[src/rtl/pe_pkg.sv]
// Types and constants shared by the PE datapath stages (offset generator, accumulator).
package pe_pkg;

   typedef enum logic [1:0] {
      StIdle,
      StLoad,
      StAcc,
      StDone
   } pe_state_e;

   localparam logic [1:0] MODE_GEMM = 2'b00;
   localparam logic [1:0] MODE_DIV  = 2'b01;
   localparam logic [1:0] MODE_EXP  = 2'b10;
   localparam logic [1:0] MODE_LOG  = 2'b11;

endpackage

[src/rtl/pe_offset_acc_if.sv]
// Operation, product-stream and result channels of the PE accumulation stage.
interface pe_offset_acc_if #(
   parameter int unsigned MUL_BW = 16,
   parameter int unsigned ACC_BW = 32,
   parameter int unsigned CNT_BW = 10
) ();

   logic                     start_i;
   logic [1:0]               gemm_uno_i;
   logic [CNT_BW-1:0]        len_i;
   logic signed [ACC_BW-1:0] offset_i;
   logic                     prod_valid_i;
   logic signed [MUL_BW-1:0] prod_i;
   logic                     prod_ready_o;
   logic                     res_valid_o;
   logic                     res_ready_i;
   logic signed [ACC_BW-1:0] res_o;
   logic [1:0]               res_mode_o;
   logic                     ovf_o;
   logic                     busy_o;

   modport master (
      output start_i, gemm_uno_i, len_i, offset_i, prod_valid_i, prod_i, res_ready_i,
      input  prod_ready_o, res_valid_o, res_o, res_mode_o, ovf_o, busy_o
   );

   modport slave (
      input  start_i, gemm_uno_i, len_i, offset_i, prod_valid_i, prod_i, res_ready_i,
      output prod_ready_o, res_valid_o, res_o, res_mode_o, ovf_o, busy_o
   );

endinterface

[src/rtl/sat_add.sv]
// Signed accumulator + sign-extended product, clamped to the accumulator range.
module sat_add #(
   parameter int unsigned ACC_BW = 32,
   parameter int unsigned MUL_BW = 16
) (
   input  logic signed [ACC_BW-1:0] i_a,
   input  logic signed [MUL_BW-1:0] i_b,
   output logic signed [ACC_BW-1:0] o_sum,
   output logic                     o_sat
);

   logic [ACC_BW:0] w_wide;

   assign w_wide = {i_a[ACC_BW-1], i_a} + {{(ACC_BW + 1 - MUL_BW){i_b[MUL_BW-1]}}, i_b};

   // Top two bits disagree exactly when the true sum left the ACC_BW-bit range.
   always_comb begin
      o_sat = w_wide[ACC_BW] ^ w_wide[ACC_BW-1];
      o_sum = w_wide[ACC_BW-1:0];
      if (o_sat) begin
         o_sum = w_wide[ACC_BW] ? {1'b1, {(ACC_BW - 1){1'b0}}} : {1'b0, {(ACC_BW - 1){1'b1}}};
      end
   end

endmodule

[src/rtl/pe_offset_acc.sv]
// PE accumulation stage: seeds with the generator offset, sums a counted product stream
// with saturation and hands the result downstream over valid/ready.
module pe_offset_acc
   import pe_pkg::*;
#(
   parameter int unsigned MUL_BW = 16,
   parameter int unsigned ACC_BW = 32,
   parameter int unsigned CNT_BW = 10
) (
   input logic            clk,
   input logic            rst_n,
   pe_offset_acc_if.slave bus
);

   pe_state_e                r_state;
   logic [CNT_BW-1:0]        r_len;
   logic [CNT_BW-1:0]        r_cnt;
   logic signed [ACC_BW-1:0] r_acc;
   logic [1:0]               r_mode;
   logic                     r_ovf;
   logic                     r_prod_ready;
   logic                     r_res_valid;
   logic                     r_busy;

   logic signed [ACC_BW-1:0] w_sum;
   logic                     w_sat;

   sat_add #(
      .ACC_BW(ACC_BW),
      .MUL_BW(MUL_BW)
   ) u_sat_add (
      .i_a  (r_acc),
      .i_b  (bus.prod_i),
      .o_sum(w_sum),
      .o_sat(w_sat)
   );

   // Handshake outputs are registered alongside the state so neither ready nor valid
   // depends combinationally on the opposite side of its channel.
   always_ff @(posedge clk or negedge rst_n) begin
      if (!rst_n) begin
         r_state      <= StIdle;
         r_len        <= '0;
         r_cnt        <= '0;
         r_acc        <= '0;
         r_mode       <= '0;
         r_ovf        <= 1'b0;
         r_prod_ready <= 1'b0;
         r_res_valid  <= 1'b0;
         r_busy       <= 1'b0;
      end else begin
         unique case (r_state)
            StIdle: begin
               if (bus.start_i) begin
                  r_mode  <= bus.gemm_uno_i;
                  r_len   <= bus.len_i;
                  r_busy  <= 1'b1;
                  r_state <= StLoad;
               end
            end
            StLoad: begin
               r_acc <= bus.offset_i;
               r_cnt <= r_len;
               r_ovf <= 1'b0;
               if (r_len != '0) begin
                  r_prod_ready <= 1'b1;
                  r_state      <= StAcc;
               end else begin
                  r_res_valid <= 1'b1;
                  r_state     <= StDone;
               end
            end
            StAcc: begin
               if (bus.prod_valid_i) begin
                  r_acc <= w_sum;
                  r_cnt <= r_cnt - CNT_BW'(1);
                  r_ovf <= r_ovf | w_sat;
                  if (r_cnt == CNT_BW'(1)) begin
                     r_prod_ready <= 1'b0;
                     r_res_valid  <= 1'b1;
                     r_state      <= StDone;
                  end
               end
            end
            StDone: begin
               if (bus.res_ready_i) begin
                  r_res_valid <= 1'b0;
                  r_busy      <= 1'b0;
                  r_state     <= StIdle;
               end
            end
            default: r_state <= StIdle;
         endcase
      end
   end

   assign bus.prod_ready_o = r_prod_ready;
   assign bus.res_valid_o  = r_res_valid;
   assign bus.res_o        = r_acc;
   assign bus.res_mode_o   = r_mode;
   assign bus.ovf_o        = r_ovf;
   assign bus.busy_o       = r_busy;

   a_ready_valid_excl: assert property (@(posedge clk) disable iff (!rst_n)
      !(r_prod_ready && r_res_valid));
   a_cnt_nonzero_in_acc: assert property (@(posedge clk) disable iff (!rst_n)
      (r_state == StAcc) |-> (r_cnt != '0));

endmodule

[src/flat_wrapper.sv]
// flat-port wrapper written by rule: the top's interface ports become plain ports
module pe_offset_acc_flat import pe_pkg::*;
#(
   parameter int unsigned MUL_BW = 16,
   parameter int unsigned ACC_BW = 32,
   parameter int unsigned CNT_BW = 10
)
  (clk, rst_n, bus_start_i, bus_gemm_uno_i, bus_len_i, bus_offset_i, bus_prod_valid_i, bus_prod_i, bus_res_ready_i, bus_prod_ready_o, bus_res_valid_o, bus_res_o, bus_res_mode_o, bus_ovf_o, bus_busy_o);
  pe_offset_acc_if #(.MUL_BW(MUL_BW), .ACC_BW(ACC_BW), .CNT_BW(CNT_BW)) bus_i ();
  input logic clk;
  input logic rst_n;
  input wire logic [$bits(bus_i.start_i)-1:0] bus_start_i;
  input wire logic [$bits(bus_i.gemm_uno_i)-1:0] bus_gemm_uno_i;
  input wire logic [$bits(bus_i.len_i)-1:0] bus_len_i;
  input wire logic [$bits(bus_i.offset_i)-1:0] bus_offset_i;
  input wire logic [$bits(bus_i.prod_valid_i)-1:0] bus_prod_valid_i;
  input wire logic [$bits(bus_i.prod_i)-1:0] bus_prod_i;
  input wire logic [$bits(bus_i.res_ready_i)-1:0] bus_res_ready_i;
  output wire logic [$bits(bus_i.prod_ready_o)-1:0] bus_prod_ready_o;
  output wire logic [$bits(bus_i.res_valid_o)-1:0] bus_res_valid_o;
  output wire logic [$bits(bus_i.res_o)-1:0] bus_res_o;
  output wire logic [$bits(bus_i.res_mode_o)-1:0] bus_res_mode_o;
  output wire logic [$bits(bus_i.ovf_o)-1:0] bus_ovf_o;
  output wire logic [$bits(bus_i.busy_o)-1:0] bus_busy_o;
  assign bus_i.start_i = bus_start_i;
  assign bus_i.gemm_uno_i = bus_gemm_uno_i;
  assign bus_i.len_i = bus_len_i;
  assign bus_i.offset_i = bus_offset_i;
  assign bus_i.prod_valid_i = bus_prod_valid_i;
  assign bus_i.prod_i = bus_prod_i;
  assign bus_i.res_ready_i = bus_res_ready_i;
  assign bus_prod_ready_o = bus_i.prod_ready_o;
  assign bus_res_valid_o = bus_i.res_valid_o;
  assign bus_res_o = bus_i.res_o;
  assign bus_res_mode_o = bus_i.res_mode_o;
  assign bus_ovf_o = bus_i.ovf_o;
  assign bus_busy_o = bus_i.busy_o;
  pe_offset_acc #(.MUL_BW(MUL_BW), .ACC_BW(ACC_BW), .CNT_BW(CNT_BW)) u_core (.clk(clk), .rst_n(rst_n), .bus(bus_i));
endmodule
[config.mk]
export PLATFORM = sky130hd
export DESIGN_NAME = pe_offset_acc_flat
export DESIGN_NICKNAME = d
export VERILOG_FILES = /design/src/rtl/pe_pkg.sv /design/src/rtl/pe_offset_acc_if.sv /design/src/rtl/sat_add.sv /design/src/rtl/pe_offset_acc.sv /design/src/flat_wrapper.sv
export SDC_FILE = /design/constraint.sdc
export NUM_CORES = 1
export LEC_CHECK = 0
export BUFFER_PORTS_ARGS = -buffer_cell sky130_fd_sc_hd__buf_2
export CORE_UTILIZATION = 51
export CTS_BUF_LIST = sky130_fd_sc_hd__clkbuf_16
export DETAILED_ROUTE_END_ITERATION = 12
export PLACE_DENSITY = 0.78
export SLEW_MARGIN = 20
export SYNTH_ARGS = -nofsm -noshare
export SYNTH_HDL_FRONTEND = slang
export SYNTH_SLANG_ARGS = --single-unit
[constraint.sdc]
create_clock -name clk -period 2.62 [get_ports clk]
set_clock_uncertainty 0.15 [all_clocks]
set_input_delay 0.655 -clock clk [delete_from_list [all_inputs] [get_ports clk]]
set_output_delay 0.655 -clock clk [all_outputs]
set_load 0.02 [all_outputs]
==> results.json <==
{
  "syn_to_final_growth_pct": 58.3,
  "place_hpwl_um": 12500,
  "ys_ff_latch": 60,
  "start_kind": "primary input",
  "row_count": 35,
  "critPathCaptureType": "flop",
  "synth_top_area_share": 0.301,
  "hold_viol": 0,
  "track_usage": 0.388,
  "r2r_cells": 13,
  "grt_overflow": 0,
  "crit_path_start": "bus_prod_i[15]",
  "finalNonFillerCells": 1011,
  "relSlewSlack": 0.620,
  "ys.flop_type": "dfrtp_1",
  "holdWs_ns": 0.170,
  "cts_buffers": 9,
  "diodes": 0,
  "seq_area_frac_synth": 0.301,
  "hold_class": "primary input to async pin",
  "worstMarginPinSlew_ns": 0.565,
  "drt_first_pass_iters": 6,
  "design_area_sq_um": 7890,
  "setup_viol": 33,
  "core_sq_um": 9370,
  "rsz0062_at_grt": "yes",
  "grt_max_degree": 61,
  "ant_nets": 0,
  "worst_ep_required_time_ns": 2.72,
  "insertion_delay_ns": 0.34,
  "status": "complete, but fails checks",
  "worst_ep_arrival_time_ns": 3.26,
  "cp_max_fo": 8,
  "fin_util": 0.841,
  "path_clk_slew_ns": 0.06,
  "n_fill_cell": 564,
  "ys_warn_count": 0,
  "postSynthCellCount": 621,
  "wirelength_um": 20100,
  "fin_ws_ns": -0.536,
  "io_buffers": 102,
  "fmax_mhz": 317,
  "drv_cap": 0,
  "ioPinCount": 103,
  "vdd_drop_max_mv": 0.954,
  "syn_avg_cell_area_sq_um": 8.02,
  "cts_tree": "done",
  "drc": 0,
  "clockBufferDepth": 2,
  "synthTopCellsByCount": "89 x nand2_1, 86 x a21oi_1, 60 x dfrtp_1",
  "syn_area_sq_um": 4980,
  "period_minus_slack_ns": 3.16,
  "yosysMostFrequentCell": "nand2_1",
  "die_width_um": 101,
  "cts-root-buf": "clkbuf_16",
  "htree_levels": 3,
  "syn-num-nets": 725,
  "r2r-start": "u_core.bus.res_o[1]",
  "maxSlewViolCount": 0,
  "grt_pass1_wl_um": 30300,
  "final_nets": 981,
  "drtIter0Drc": 540,
  "antenna_found_initial": 0,
  "die-height_um": 101,
  "dr_total_vias": 6261,
  "cts.sinks": 60,
  "async_reset_ff_frac": 1.00,
  "path_class": "primary input to flop",
  "synth_area_leader_cell": "dfrtp_1",
  "first_global_vias": 6360,
  "routedWlPerCell_um": 19.8,
  "start_util": 0.532,
  "synth_edf_count": 0,
  "post_dp_cell_area_sq_um": 6930,
  "gp_congestion": 0.965,
  "dp.cells": 967,
  "viasPerCell": 6.19,
  "powerDensity_nw_per_um2": 1600,
  "drive_above_1_share": 0.456,
  "cellLeakagePower_nw": 3.65,
  "timing.final.crit_share": 1.20,
  "yosysUniqueCellTypes": 65,
  "dp_slack_ns": -0.922,
  "dieArea_sq_um": 10200,
  "yosys-top-cells-area": "dfrtp_1 30%, ha_1 9.5%, a21oi_1 8.6%",
  "violations": "negative setup slack"
}
[layout make-up]
class	instances	area [sq um]	area share
multi-input combinational	511	3820	0.485
timing repair buffer	275	2020	0.257
sequential	60	1500	0.190
clock buffer	9	225	0.0286
tap	129	161	0.0205
inverter	20	75.1	0.00952
clock inverter	7	73.8	0.00936
[cells in the final DEF (no fill, tap or decap), types with 5 or more instances in the layout]
cell / count
buf_12: 8
buf_4: 153
nor3_1: 10
nand2_1: 83
xor2_1: 8
a211o_1: 5
a21oi_1: 57
ha_1: 19
buf_2: 100
mux2_2: 13
o21ai_1: 30
ha_4: 18
a21o_1: 11
o21ai_0: 34
xnor2_1: 24
buf_6: 8
nor4_1: 8
a21oi_2: 30
nand3_1: 7
inv_1: 19
a31oi_1: 7
mux2i_1: 5
dfrtp_1: 60
nor2_1: 37
clkbuf_16: 10
nand4_1: 7
o21ai_2: 5
[per-layer routing]
layer / vias up / GRT usage / wire length [um]
li1: 2776 / - / -
met1: 2984 / 0.436 / 7520
met2: 382 / 0.697 / 9990
met3: 119 / 0.0596 / 1490
met4: 0 / 0.221 / 1070
met5: - / 0 / 0
[sequential cells by signal (all words and copies together) (netlist names)]
register	cells
u_core.bus.prod_ready_o	1
u_core.bus.res_o	32
u_core.bus.res_mode_o	2
u_core.bus.ovf_o	1
u_core.r_len	10
u_core.bus.res_valid_o	1
u_core.bus.busy_o	1
u_core.r_cnt	10
u_core.r_state	2
[worst paths after layout]
kind                                     endpoint  slack, ns
min in group clk           u_core.bus.res_valid_o       0.35
setup reg to reg              u_core.bus.res_o[7]      -0.48
hold reg to reg            u_core.bus.res_valid_o       0.35
setup / recovery              u_core.bus.res_o[7]      -0.54
hold / removal               u_core.bus.res_o[13]       0.17
max in group asynchronous       u_core.bus.busy_o       1.84
[critical path: stages]
cell and delay [ns]:
buf_12 0.12, buf_12 0.14, ha_4 0.26, a21oi_2 0.16
o21ai_0 0.18, a211o_1 0.31, a41o_1 0.21, a31oi_4 0.25
buf_6 0.15, mux2i_4 0.29, buf_6 0.14, buf_12 0.14
a21oi_2 0.07, o21ai_1 0.18
[cell families after synthesis]
kind of cell,synth area share
AOI/OAI and AO/OA,0.276
and+or+nand+nor,0.178
DFF,0.301
buffers and inverters,0.0439
adders and majority gates,0.0994
xor gates and xnor gates,0.0563
muxes,0.0452
[where the power goes]
group          switching, mW  leakage (nW)  internal [mW]
combinational           5.03          2.79           4.42
clock                  0.515         0.146          0.743
sequential             0.466         0.717           1.42
[per-stage QoR]
step	TNS [ns]	total power [mW]
after detailed placement	-27.35	9.70
after global routing	-16.79	13.2
after floorplan	-9.40	6.60
after CTS	-10.08	12.0
after global placement	-25.66	9.41
final	-14.63	12.6
[what timing repair did]
action,CTS,global route
pin swaps,30,12
cloned,3,1
resized for setup,74,12
buffers inserted,25,4
setup endpoints to repair,33,34
hold buffers,0,0
Power figures use the tool's default switching activity.
